$ cat src/rtl/axi_burst_to_lite_pkg.sv
// Shared types, response codes and FSM encodings for the AXI4 -> AXI4-Lite burst splitter.
package axi_burst_to_lite_pkg;

  typedef enum logic [1:0] {
    BURST_FIXED = 2'b00,
    BURST_INCR  = 2'b01,
    BURST_WRAP  = 2'b10,
    BURST_RSVD  = 2'b11
  } burst_e;

  localparam logic [1:0] RESP_OKAY   = 2'b00;
  localparam logic [1:0] RESP_EXOKAY = 2'b01;
  localparam logic [1:0] RESP_SLVERR = 2'b10;
  localparam logic [1:0] RESP_DECERR = 2'b11;

  typedef logic [2:0] wr_state_e;
  localparam wr_state_e W_IDLE  = 3'd0;
  localparam wr_state_e W_DATA  = 3'd1;
  localparam wr_state_e W_ISSUE = 3'd2;
  localparam wr_state_e W_WAIT  = 3'd3;
  localparam wr_state_e W_RESP  = 3'd4;

  typedef logic [1:0] rd_state_e;
  localparam rd_state_e R_IDLE  = 2'd0;
  localparam rd_state_e R_ISSUE = 2'd1;
  localparam rd_state_e R_DATA  = 2'd2;

  // Numeric max gives DECERR > SLVERR > OKAY; EXOKAY is folded to OKAY.
  function automatic logic [1:0] worst_resp(input logic [1:0] a, input logic [1:0] b);
    logic [1:0] r;
    r = (a > b) ? a : b;
    if (r == RESP_EXOKAY) r = RESP_OKAY;
    return r;
  endfunction

endpackage

$ cat src/rtl/axi_burst_addr_gen.sv
// Combinational next-beat address for FIXED/INCR/WRAP bursts; reserved encoding behaves as INCR.
module axi_burst_addr_gen
  import axi_burst_to_lite_pkg::*;
#(
  parameter int unsigned ADDR_W = 32
) (
  input  logic [ADDR_W-1:0] addr_i,
  input  logic [7:0]        len_i,
  input  logic [2:0]        size_i,
  input  burst_e            burst_i,
  output logic [ADDR_W-1:0] next_addr_o
);

  logic [ADDR_W-1:0] step;
  logic [ADDR_W-1:0] incr_addr;
  logic [ADDR_W-1:0] wrap_mask;

  always_comb begin
    step      = ADDR_W'(1) << size_i;
    incr_addr = addr_i + step;
    wrap_mask = ((ADDR_W'(len_i) + ADDR_W'(1)) << size_i) - ADDR_W'(1);
    unique case (burst_i)
      BURST_FIXED: next_addr_o = addr_i;
      BURST_WRAP:  next_addr_o = (addr_i & ~wrap_mask) | (incr_addr & wrap_mask);
      default:     next_addr_o = incr_addr;
    endcase
  end

endmodule

$ cat src/rtl/axi_burst_to_lite.sv
// AXI4 slave to AXI4-Lite master adapter: splits bursts into single-beat lite accesses,
// with independent read and write FSMs and an aggregated write response.
module axi_burst_to_lite
  import axi_burst_to_lite_pkg::*;
#(
  parameter int unsigned ADDR_W = 32,
  parameter int unsigned DATA_W = 32,
  parameter int unsigned ID_W   = 4,
  localparam int unsigned STRB_W = DATA_W / 8
) (
  input  logic              aclk,
  input  logic              aresetn,
  input  logic              s_awvalid,
  output logic              s_awready,
  input  logic [ID_W-1:0]   s_awid,
  input  logic [ADDR_W-1:0] s_awaddr,
  input  logic [7:0]        s_awlen,
  input  logic [2:0]        s_awsize,
  input  logic [1:0]        s_awburst,
  input  logic              s_wvalid,
  output logic              s_wready,
  input  logic [DATA_W-1:0] s_wdata,
  input  logic [STRB_W-1:0] s_wstrb,
  input  logic              s_wlast,
  output logic              s_bvalid,
  input  logic              s_bready,
  output logic [ID_W-1:0]   s_bid,
  output logic [1:0]        s_bresp,
  input  logic              s_arvalid,
  output logic              s_arready,
  input  logic [ID_W-1:0]   s_arid,
  input  logic [ADDR_W-1:0] s_araddr,
  input  logic [7:0]        s_arlen,
  input  logic [2:0]        s_arsize,
  input  logic [1:0]        s_arburst,
  output logic              s_rvalid,
  input  logic              s_rready,
  output logic [ID_W-1:0]   s_rid,
  output logic [DATA_W-1:0] s_rdata,
  output logic [1:0]        s_rresp,
  output logic              s_rlast,
  output logic              m_awvalid,
  input  logic              m_awready,
  output logic [ADDR_W-1:0] m_awaddr,
  output logic              m_wvalid,
  input  logic              m_wready,
  output logic [DATA_W-1:0] m_wdata,
  output logic [STRB_W-1:0] m_wstrb,
  input  logic              m_bvalid,
  output logic              m_bready,
  input  logic [1:0]        m_bresp,
  output logic              m_arvalid,
  input  logic              m_arready,
  output logic [ADDR_W-1:0] m_araddr,
  input  logic              m_rvalid,
  output logic              m_rready,
  input  logic [DATA_W-1:0] m_rdata,
  input  logic [1:0]        m_rresp
);

  localparam logic [2:0] MaxSize = 3'($clog2(STRB_W));

  wr_state_e         wr_state_q, wr_state_d;
  logic [ID_W-1:0]   wr_id_q, wr_id_d;
  logic [ADDR_W-1:0] wr_addr_q, wr_addr_d, wr_addr_next;
  logic [7:0]        wr_len_q, wr_len_d, wr_cnt_q, wr_cnt_d;
  logic [2:0]        wr_size_q, wr_size_d;
  burst_e            wr_burst_q, wr_burst_d;
  logic [1:0]        wr_err_q, wr_err_d;
  logic [DATA_W-1:0] wr_data_q, wr_data_d;
  logic [STRB_W-1:0] wr_strb_q, wr_strb_d;
  logic              aw_pend_q, aw_pend_d, w_pend_q, w_pend_d;
  logic              wr_last;

  rd_state_e         rd_state_q, rd_state_d;
  logic [ID_W-1:0]   rd_id_q, rd_id_d;
  logic [ADDR_W-1:0] rd_addr_q, rd_addr_d, rd_addr_next;
  logic [7:0]        rd_len_q, rd_len_d, rd_cnt_q, rd_cnt_d;
  logic [2:0]        rd_size_q, rd_size_d;
  burst_e            rd_burst_q, rd_burst_d;
  logic              rd_bad_q, rd_bad_d;
  logic              rd_last;

  axi_burst_addr_gen #(.ADDR_W(ADDR_W)) u_wr_addr_gen (
    .addr_i      (wr_addr_q),
    .len_i       (wr_len_q),
    .size_i      (wr_size_q),
    .burst_i     (wr_burst_q),
    .next_addr_o (wr_addr_next)
  );

  axi_burst_addr_gen #(.ADDR_W(ADDR_W)) u_rd_addr_gen (
    .addr_i      (rd_addr_q),
    .len_i       (rd_len_q),
    .size_i      (rd_size_q),
    .burst_i     (rd_burst_q),
    .next_addr_o (rd_addr_next)
  );

  assign wr_last = (wr_cnt_q == wr_len_q);
  assign rd_last = (rd_cnt_q == rd_len_q);

  always_comb begin
    wr_state_d = wr_state_q;
    wr_id_d    = wr_id_q;
    wr_addr_d  = wr_addr_q;
    wr_len_d   = wr_len_q;
    wr_size_d  = wr_size_q;
    wr_burst_d = wr_burst_q;
    wr_cnt_d   = wr_cnt_q;
    wr_err_d   = wr_err_q;
    wr_data_d  = wr_data_q;
    wr_strb_d  = wr_strb_q;
    aw_pend_d  = aw_pend_q;
    w_pend_d   = w_pend_q;
    s_awready  = 1'b0;
    s_wready   = 1'b0;
    s_bvalid   = 1'b0;
    m_awvalid  = 1'b0;
    m_wvalid   = 1'b0;
    m_bready   = 1'b0;
    unique case (wr_state_q)
      W_IDLE: begin
        s_awready = 1'b1;
        if (s_awvalid) begin
          wr_id_d    = s_awid;
          wr_addr_d  = s_awaddr;
          wr_len_d   = s_awlen;
          wr_size_d  = s_awsize;
          wr_burst_d = burst_e'(s_awburst);
          wr_cnt_d   = 8'd0;
          wr_err_d   = (s_awburst == 2'b11 || s_awsize > MaxSize) ? RESP_SLVERR : RESP_OKAY;
          wr_state_d = W_DATA;
        end
      end
      W_DATA: begin
        s_wready = 1'b1;
        if (s_wvalid) begin
          wr_data_d = s_wdata;
          wr_strb_d = s_wstrb;
          // Beat count follows len; a wlast disagreeing with it only poisons the response.
          if (s_wlast != wr_last) wr_err_d = worst_resp(wr_err_q, RESP_SLVERR);
          aw_pend_d  = 1'b1;
          w_pend_d   = 1'b1;
          wr_state_d = W_ISSUE;
        end
      end
      W_ISSUE: begin
        m_awvalid = aw_pend_q;
        m_wvalid  = w_pend_q;
        if (m_awready) aw_pend_d = 1'b0;
        if (m_wready)  w_pend_d  = 1'b0;
        if (!aw_pend_d && !w_pend_d) wr_state_d = W_WAIT;
      end
      W_WAIT: begin
        m_bready = 1'b1;
        if (m_bvalid) begin
          wr_err_d  = worst_resp(wr_err_q, m_bresp);
          wr_addr_d = wr_addr_next;
          if (wr_last) begin
            wr_state_d = W_RESP;
          end else begin
            wr_cnt_d   = wr_cnt_q + 8'd1;
            wr_state_d = W_DATA;
          end
        end
      end
      W_RESP: begin
        s_bvalid = 1'b1;
        if (s_bready) wr_state_d = W_IDLE;
      end
      default: wr_state_d = W_IDLE;
    endcase
  end

  always_comb begin
    rd_state_d = rd_state_q;
    rd_id_d    = rd_id_q;
    rd_addr_d  = rd_addr_q;
    rd_len_d   = rd_len_q;
    rd_size_d  = rd_size_q;
    rd_burst_d = rd_burst_q;
    rd_cnt_d   = rd_cnt_q;
    rd_bad_d   = rd_bad_q;
    s_arready  = 1'b0;
    m_arvalid  = 1'b0;
    m_rready   = 1'b0;
    s_rvalid   = 1'b0;
    unique case (rd_state_q)
      R_IDLE: begin
        s_arready = 1'b1;
        if (s_arvalid) begin
          rd_id_d    = s_arid;
          rd_addr_d  = s_araddr;
          rd_len_d   = s_arlen;
          rd_size_d  = s_arsize;
          rd_burst_d = burst_e'(s_arburst);
          rd_cnt_d   = 8'd0;
          rd_bad_d   = (s_arburst == 2'b11) || (s_arsize > MaxSize);
          rd_state_d = R_ISSUE;
        end
      end
      R_ISSUE: begin
        m_arvalid = 1'b1;
        if (m_arready) rd_state_d = R_DATA;
      end
      R_DATA: begin
        m_rready = s_rready;
        s_rvalid = m_rvalid;
        if (m_rvalid && s_rready) begin
          rd_addr_d = rd_addr_next;
          if (rd_last) begin
            rd_state_d = R_IDLE;
          end else begin
            rd_cnt_d   = rd_cnt_q + 8'd1;
            rd_state_d = R_ISSUE;
          end
        end
      end
      default: rd_state_d = R_IDLE;
    endcase
  end

  assign s_bid    = wr_id_q;
  assign s_bresp  = wr_err_q;
  assign m_awaddr = wr_addr_q;
  assign m_wdata  = wr_data_q;
  assign m_wstrb  = wr_strb_q;
  assign m_araddr = rd_addr_q;
  assign s_rid    = rd_id_q;
  assign s_rdata  = m_rdata;
  assign s_rlast  = rd_last;
  assign s_rresp  = worst_resp(m_rresp, rd_bad_q ? RESP_SLVERR : RESP_OKAY);

  always_ff @(posedge aclk or negedge aresetn) begin
    if (!aresetn) begin
      wr_state_q <= W_IDLE;
      wr_id_q    <= '0;
      wr_addr_q  <= '0;
      wr_len_q   <= '0;
      wr_size_q  <= '0;
      wr_burst_q <= BURST_FIXED;
      wr_cnt_q   <= '0;
      wr_err_q   <= RESP_OKAY;
      wr_data_q  <= '0;
      wr_strb_q  <= '0;
      aw_pend_q  <= 1'b0;
      w_pend_q   <= 1'b0;
      rd_state_q <= R_IDLE;
      rd_id_q    <= '0;
      rd_addr_q  <= '0;
      rd_len_q   <= '0;
      rd_size_q  <= '0;
      rd_burst_q <= BURST_FIXED;
      rd_cnt_q   <= '0;
      rd_bad_q   <= 1'b0;
    end else begin
      wr_state_q <= wr_state_d;
      wr_id_q    <= wr_id_d;
      wr_addr_q  <= wr_addr_d;
      wr_len_q   <= wr_len_d;
      wr_size_q  <= wr_size_d;
      wr_burst_q <= wr_burst_d;
      wr_cnt_q   <= wr_cnt_d;
      wr_err_q   <= wr_err_d;
      wr_data_q  <= wr_data_d;
      wr_strb_q  <= wr_strb_d;
      aw_pend_q  <= aw_pend_d;
      w_pend_q   <= w_pend_d;
      rd_state_q <= rd_state_d;
      rd_id_q    <= rd_id_d;
      rd_addr_q  <= rd_addr_d;
      rd_len_q   <= rd_len_d;
      rd_size_q  <= rd_size_d;
      rd_burst_q <= rd_burst_d;
      rd_cnt_q   <= rd_cnt_d;
      rd_bad_q   <= rd_bad_d;
    end
  end

endmodule

$ cat config.mk
export PLATFORM = sky130hd
export DESIGN_NAME = axi_burst_to_lite
export DESIGN_NICKNAME = d
export VERILOG_FILES = /design/src/rtl/axi_burst_to_lite_pkg.sv /design/src/rtl/axi_burst_addr_gen.sv /design/src/rtl/axi_burst_to_lite.sv
export SDC_FILE = /design/constraint.sdc
export NUM_CORES = 1
export LEC_CHECK = 0
export CORE_MARGIN = 1.5
export CORE_UTILIZATION = 32
export DETAILED_ROUTE_END_ITERATION = 8
export GPL_TIMING_DRIVEN = 1
export PLACE_DENSITY = 0.54
export SLEW_MARGIN = 10
export SYNTH_ARGS = -nofsm -noshare
export SYNTH_HDL_FRONTEND = slang
export SYNTH_HIERARCHICAL = 1
export SYNTH_SLANG_ARGS = --single-unit
$ cat constraint.sdc
create_clock -name aclk -period 8.7 [get_ports aclk]
set_clock_uncertainty 0.15 [all_clocks]
set_input_delay 0.87 -clock aclk [delete_from_list [all_inputs] [get_ports aclk]]
set_output_delay 0.87 -clock aclk [all_outputs]
set_load 0.02 [all_outputs]
## Yosys cells after proc, flatten, opt, wreduce, memory -nomap -nowiden

Index checks and enable logic that the tools add are counted.

| cells by class | value |
|---|---|
| shift operators | 4 |
| reduce and logical (&&, ||, !) cells | 25 |
| bitwise gates (word level) | 8 |
| equal/unequal tests | 29 |
| order comparisons | 5 |
| add/subtract/negate cells | 8 |
| muxes and demuxes | 58 |

Operators with widths:

| cell | number |
|---|---|
| 32-bit one-hot mux with 2 select lines | 4 |
| 32-bit bitwise AND | 4 |
| 32-bit 2-to-1 mux | 4 |
| 32-bit adder | 2 |
| 32-bit inverter | 2 |
| 32-bit bitwise OR | 2 |
| 1-bit by 3-bit << shifter with 32-bit output (first input constant) | 2 |
| 32-bit by 3-bit << shifter with 32-bit output | 2 |
| 32-bit by 1-bit subtractor with 32-bit output (second input constant) | 2 |
| 8-bit 2-to-1 mux | 6 |
| 8-bit one-hot mux with 2 select lines | 2 |
| 2-bit 2-to-1 mux | 15 |
| 2-bit != test (second input constant) | 13 |
| 8-bit by 1-bit adder with 9-bit output (second input constant) | 2 |
| 3-bit 2-to-1 mux | 6 |
| 8-bit by 1-bit adder with 8-bit output (second input constant) | 2 |
| 8-bit == test | 2 |
| 1-bit 2-to-1 mux | 16 |
| 4-bit AND reduction | 4 |
| 3-bit one-hot mux with 5 select lines | 1 |
| 2-bit one-hot mux with 3 select lines | 2 |
| 2-bit == test (second input constant) | 5 |
| 5-bit AND reduction | 2 |
| 2-bit by 1-bit == test with 1-bit output (second input constant) | 4 |
| other kinds (17) | 31 |

| storage, ports and cells | value |
|---|---|
| output and inout bits | 155 |
| word-level logic and storage cells | 157 |
| bits of input ports | 183 |
| bits in registers | 160 |

## Depth between registers and ports, before layout

| logic depth | value |
|---|---|
| word-level depth | 9 |
| depth in mapped cells | 19 |
| mapped depth without buffers | 17 |

## Hierarchy

Netlist, hierarchy kept.

Modules (own cells, without submodules):

| module | area an instance (um2) | sequential area each (um2) | cells an instance | instances |
|---|---|---|---|---|
| axi_burst_to_lite | 7584.8 | 4003.8 | 790 | 1 |
| axi_burst_addr_gen | 2207.1 | 0.0 | 330 | 2 |

## Least setup slack after synthesis

OpenSTA, ideal clock, no wires.

| timing | value |
|---|---|
| path kind | reg-to-reg |
| from | register rd_size_q[2] |
| to | register rd_addr_q[14] (netlist: m_araddr[14]) |
| required time | 8.473 ns |
| path slack | 4.855 ns |
| arrival time | 3.617 ns |
| buffers on the path | 3 |
| stages on the path, launching flop included | 19 |
| clock period less this slack | 3.845 ns |
| library setup time | 0.077 ns |
| cell sequence | dfrtp_1 clkbuf_1 clkbuf_1 clkbuf_1 nor2_1 ha_1 inv_1 fa_1 nor2b_1 o21ai_0 a21boi_0 o21ai_0 a21oi_1 o2111ai_1 or4b_2 mux2i_1 a2111o_1 mux2i_1 a21oi_1 |

| between the ends | value |
|---|---|
| cells in the longest elaborated chain, start to end | 8 |
| elaborated cells between the ends (all ways) | 11 |
| classes of those cells | add/sub: 2; shift: 2; mux: 3; bitwise: 4 |

Ends and longest elaborated chain:

| what | RTL line | RTL |
|---|---|---|
| start, declared | axi_burst_to_lite.sv:79 | `logic [2:0] rd_size_q, rd_size_d;` |
| start signal, assigned | axi_burst_to_lite.sv:274 | `rd_size_q <= rd_size_d;` |
| 32-bit by 3-bit << shifter with 32-bit output | axi_burst_addr_gen.sv:21 | `wrap_mask = ((ADDR_W'(len_i) + ADDR_W'(1)) << size_i) - ADDR_W'(1);` |
| 32-bit by 1-bit subtractor with 32-bit output | axi_burst_addr_gen.sv:21 |  |
| 32-bit inverter | axi_burst_addr_gen.sv:24 | `BURST_WRAP: next_addr_o = (addr_i & ~wrap_mask) \| (incr_addr & wrap_mask);` |
| 32-bit bitwise AND | axi_burst_addr_gen.sv:24 |  |
| 32-bit bitwise OR | axi_burst_addr_gen.sv:24 |  |
| 32-bit one-hot mux with 2 select lines (*) | axi_burst_addr_gen.sv:22 | `unique case (burst_i)` |
| named net rd_addr_next[14] | axi_burst_to_lite.sv:77 | `logic [ADDR_W-1:0] rd_addr_q, rd_addr_d, rd_addr_next;` |
| 32-bit 2-to-1 mux (*) | axi_burst_to_lite.sv:210 | `if (m_rvalid && s_rready) begin` |
| 32-bit one-hot mux with 2 select lines (*) | axi_burst_to_lite.sv:189 | `unique case (rd_state_q)` |
| end signal, assigned | axi_burst_to_lite.sv:272 | `rd_addr_q <= rd_addr_d;` |
| end, declared | axi_burst_to_lite.sv:77 |  |

Mark *: on every way through the listed nets, which the timed path passes. The rest lies on a longest branch. The select of a mux whose other input is x is not followed.
A chain may end at the register's enable or synchronous reset.

## Final worst setup path

| timing | value |
|---|---|
| from | register rd_size_q[2] |
| to | register rd_addr_q[31] (netlist: m_araddr[31]) |

Same word-level chain as after synthesis.

==> impl_metrics.csv <==
group,metric,value,unit
run_status,status,"completed",
routing,remaining_drc_errors,0,
logic_synthesis,synth_top_flop_cell,"dfrtp_1",
timing,finalHoldViolations,0,
die,die_area,38700,um^2
place,dp_slack,4.35,ns
clock_tree,ctsRootBufferMaster,"clkbuf_16",
routing,wl_per_cell,17.0,um
grt,grt_max_degree,72,
logic_synthesis,syn-cell-area,12000,um^2
grt,grt_antenna_before_repair,2,
die,rows,70,
clock_tree,htreeDepth,4,
setup_path,arrival,4.69,ns
logic_synthesis,synth_most_common_cell,"nand2_1",
logic_synthesis,synth_cell_types,80,
logic_synthesis,synth_largest_area_cell,"dfrtp_1",
logic_synthesis,ys_ff_latch,160,
grt,grt_overflow,0,
place,hpwlAfterDp,26600,um
place,placed_cell_area,14800,um^2
layout,diodes,0,
clock_tree,cts_tree,"done",
timing,min_period,4.49,ns
power,ir_drop,0.000170,V
routing,firstDrtPassIters,5,
routing,drtAntennaViolNets,0,
worst_hold_path,holdCritPathClass,"in2async",
clock_tree,ctsLongestPathBuffers,2,
logic_synthesis,post-synth-top-area-fraction,33.4,%
setup_path,rr_startpoint,"rd_size_q[2]",
layout,fillers,3764,
setup_path,critical-path-max-stage-delay,0.85,ns
clock_tree,postCtsHoldBufs,0,
timing,worst_slew_pin_slew,1.08,ns
setup_path,r2r_end,"m_araddr[31]",
layout,post-route-cell-area,15500,um^2
grt,grt_use_total,18.6,%
routing,vias,11100,
timing,max_freq,223,MHz
power,p_leak,6.20,nW
timing,maxSlewHeadroom,28.2,%
layout,utilization,42.1,%
logic_synthesis,syn_nets,1663,
layout,multi_input_area,7270,um^2
timing,setup_viol,0,
timing,post-route-period-util,51.6,%
layout,drive_above_1_share,7.18,%
setup_path,crit_fanout,28,
die,core-area,36800,um^2
logic_synthesis,synth_common_cells,"253 x nand2_1, 160 x dfrtp_1, 121 x nor2_1, 94 x a21oi_1, 56 x o21ai_0",
clock_tree,cts_inserted_buffers,17,
logic_synthesis,yosys_warnings,6,
setup_path,critPathLaunchType,"flop",
clock_tree,clock_latency,0.45,ns
timing,tns,0,ns
die,io_pins,338,
logic_synthesis,synth_cells,1450,
setup_path,critPathCaptureType,"flop",
layout,fin_nets,1858,
clock_tree,clock_sinks,160,
setup_path,critPathSlowestCell,"dfrtp_1",
setup_path,r2r_cells,15,
die,start_util,32.6,%
setup_path,critPathKind,"reg2reg",
clock_tree,post_cts_buffers,0,
power,power_density,400,nW/um^2
clock_tree,clk_pin_slew,0.07,ns
setup_path,worst_path_most_repeated_cell,"a21oi_1",
routing,dr.first_iter.drc_count,694,
place,io_buffers,273,
routing,totalWireLength,36200,um
layout,regArea,4000,um^2
grt,grt_pass1_wl,57700,um
timing,drv_slew,0,
clock_tree,cts_resized,0,
logic_synthesis,synth_area_leaders,"dfrtp_1 33%, nand2_1 7.9%, mux2_2 4.5%",
run,drv_cap,0,
timing,rsz0062_at_grt,"false",
logic_synthesis,avgSynthCellArea,8.28,um^2
place,gp_congestion,0.863,
grt,grt_pass1_vias,10800,
timing,fin_ws,4.21,ns
setup_path,required,8.90,ns
logic_synthesis,synth-seq-area-share,33.4,%
layout,syn_to_final_growth,28.9,%
routing,via_per_inst,5.20,
setup_path,cp_cell_sequence,"inv_1, nand2_1, inv_1, ha_1, a21o_1, a21oi_1, o21ai_0, a21oi_1, o21ai_0, a21oi_1, or3_1, nor4b_1, xor2_1, mux2i_1, a21oi_1",
setup_path,reg2reg_slack,4.21,ns
die,die_h,197,um
logic_synthesis,async_flop_share,100,%
die,chipWidth,197,um
logic_synthesis,synth-edff-count,0,
layout make-up:
| type | count | share of cell area (%) |
|---|---|---|
| clock buffers | 18 | 2.77 |
| clock inverters | 14 | 1.37 |
| inverters | 51 | 1.24 |
| multi-input cells | 1136 | 47.0 |
| flip-flops and latches | 160 | 25.9 |
| well taps | 468 | 3.79 |
| repair buffers | 279 | 18.0 |
flip-flops by register name, indices dropped and copies added, names as in the netlist, 2 cells and up:
register    flops
m_wstrb         4
wr_burst_q      2
m_araddr       32
s_bresp         2
rd_len_q        8
wr_state_q      3
s_bid           4
s_rid           4
m_awaddr       32
m_wdata        32
wr_cnt_q        8
wr_len_q        8
rd_state_q      2
wr_size_q       3
rd_cnt_q        8
rd_burst_q      2
rd_size_q       3
worst max-delay path by stage:
| stage | end | slack (ns) | depth (start not counted) | startpoint |
|---|---|---|---|---|
| after detailed placement | m_araddr[31] | 4.35 | 15 | rd_size_q[2] |
| final | m_araddr[31] | 4.21 | 15 | rd_size_q[2] |
| after global routing | m_awaddr[31] | 3.70 | 15 | wr_size_q[2] |
| after global placement | m_awaddr[28] | 4.44 | 17 | wr_size_q[0] |
| after floorplan | m_araddr[14] | 4.86 | 18 | rd_size_q[2] |
| after CTS | m_araddr[31] | 4.29 | 15 | rd_size_q[2] |
through the flow:
step	instances	power (W)	hold WS, ns
6_report	2126	0.00618	0.243
5_1_grt	2126	0.00669	0.271
4_1_cts	2126	0.00623	0.259
3_5_place_dp	2094	0.00534	0.312
3_3_place_gp	2094	0.00531	0.309
2_1_floorplan	1450	0.00409	0.294
logic make-up (layout without fill, tap and decap cells):
| kind of cell | Yosys count | count (layout) | synth area share (%) |
|---|---|---|---|
| muxes | 100 | 100 | 9.06 |
| adders and majority gates | 30 | 30 | 3.25 |
| xor gates and xnor gates | 92 | 92 | 6.72 |
| buffers and inverters | 154 | 362 | 6.24 |
| and+or+nand+nor | 611 | 611 | 24.9 |
| AOI/OAI and AO/OA | 303 | 303 | 16.4 |
| DFF | 160 | 160 | 33.4 |
placed cells by master, fill, tap and decap left out, types with 7 or more instances in the layout:
cell and count:
clkdlybuf4s50_1 272, nand2_1 253, dfrtp_1 160, nor2_1 121, a21oi_1 93, o21ai_0 56, xor2_1 54, mux2i_1 49
mux2_2 48, inv_1 46, xnor2_1 38, a31oi_1 38, nand3_1 31, ha_1 28, or3_1 27, and2_1 25
nor3_1 23, nand2b_1 18, clkbuf_16 17, nor3b_1 15, and3_1 14, nor4_1 14, a21o_1 13, nor2b_1 12
nand4_1 12, o211ai_1 12, a211oi_1 12, and4_1 8, o31ai_1 7
worst max-delay path, delay by kind of cell (launching register included):
kind / cells / cell delay, ns
AO/OA/AOI/OAI: 7 / 1.14
AND/OR/NAND/NOR: 3 / 1.24
multiplexers: 1 / 0.09
buffers and inverters: 2 / 0.49
flip-flops: 1 / 0.85
XOR/XNOR: 1 / 0.18
adder cells (fa/ha/maj): 1 / 0.27
routing by layer:
metal | part of all wire, % | GRT usage [%] | routed length, um | vias to the layer above
met5 | 0.063 | 0 | 23 | -
met4 | 1.2 | 3.79 | 421 | 4
met3 | 6.4 | 5.49 | 2330 | 28
met2 | 47 | 30.2 | 17000 | 294
met1 | 46 | 24.5 | 16500 | 5263
li1 | - | - | - | 5474
where the power goes:
part           switching (W)  internal, W
Sequential          0.000553      0.00108
Clock               0.000358     0.000492
Combinational        0.00204      0.00166
Total                0.00295      0.00323
(Power assumes the default switching activity.)
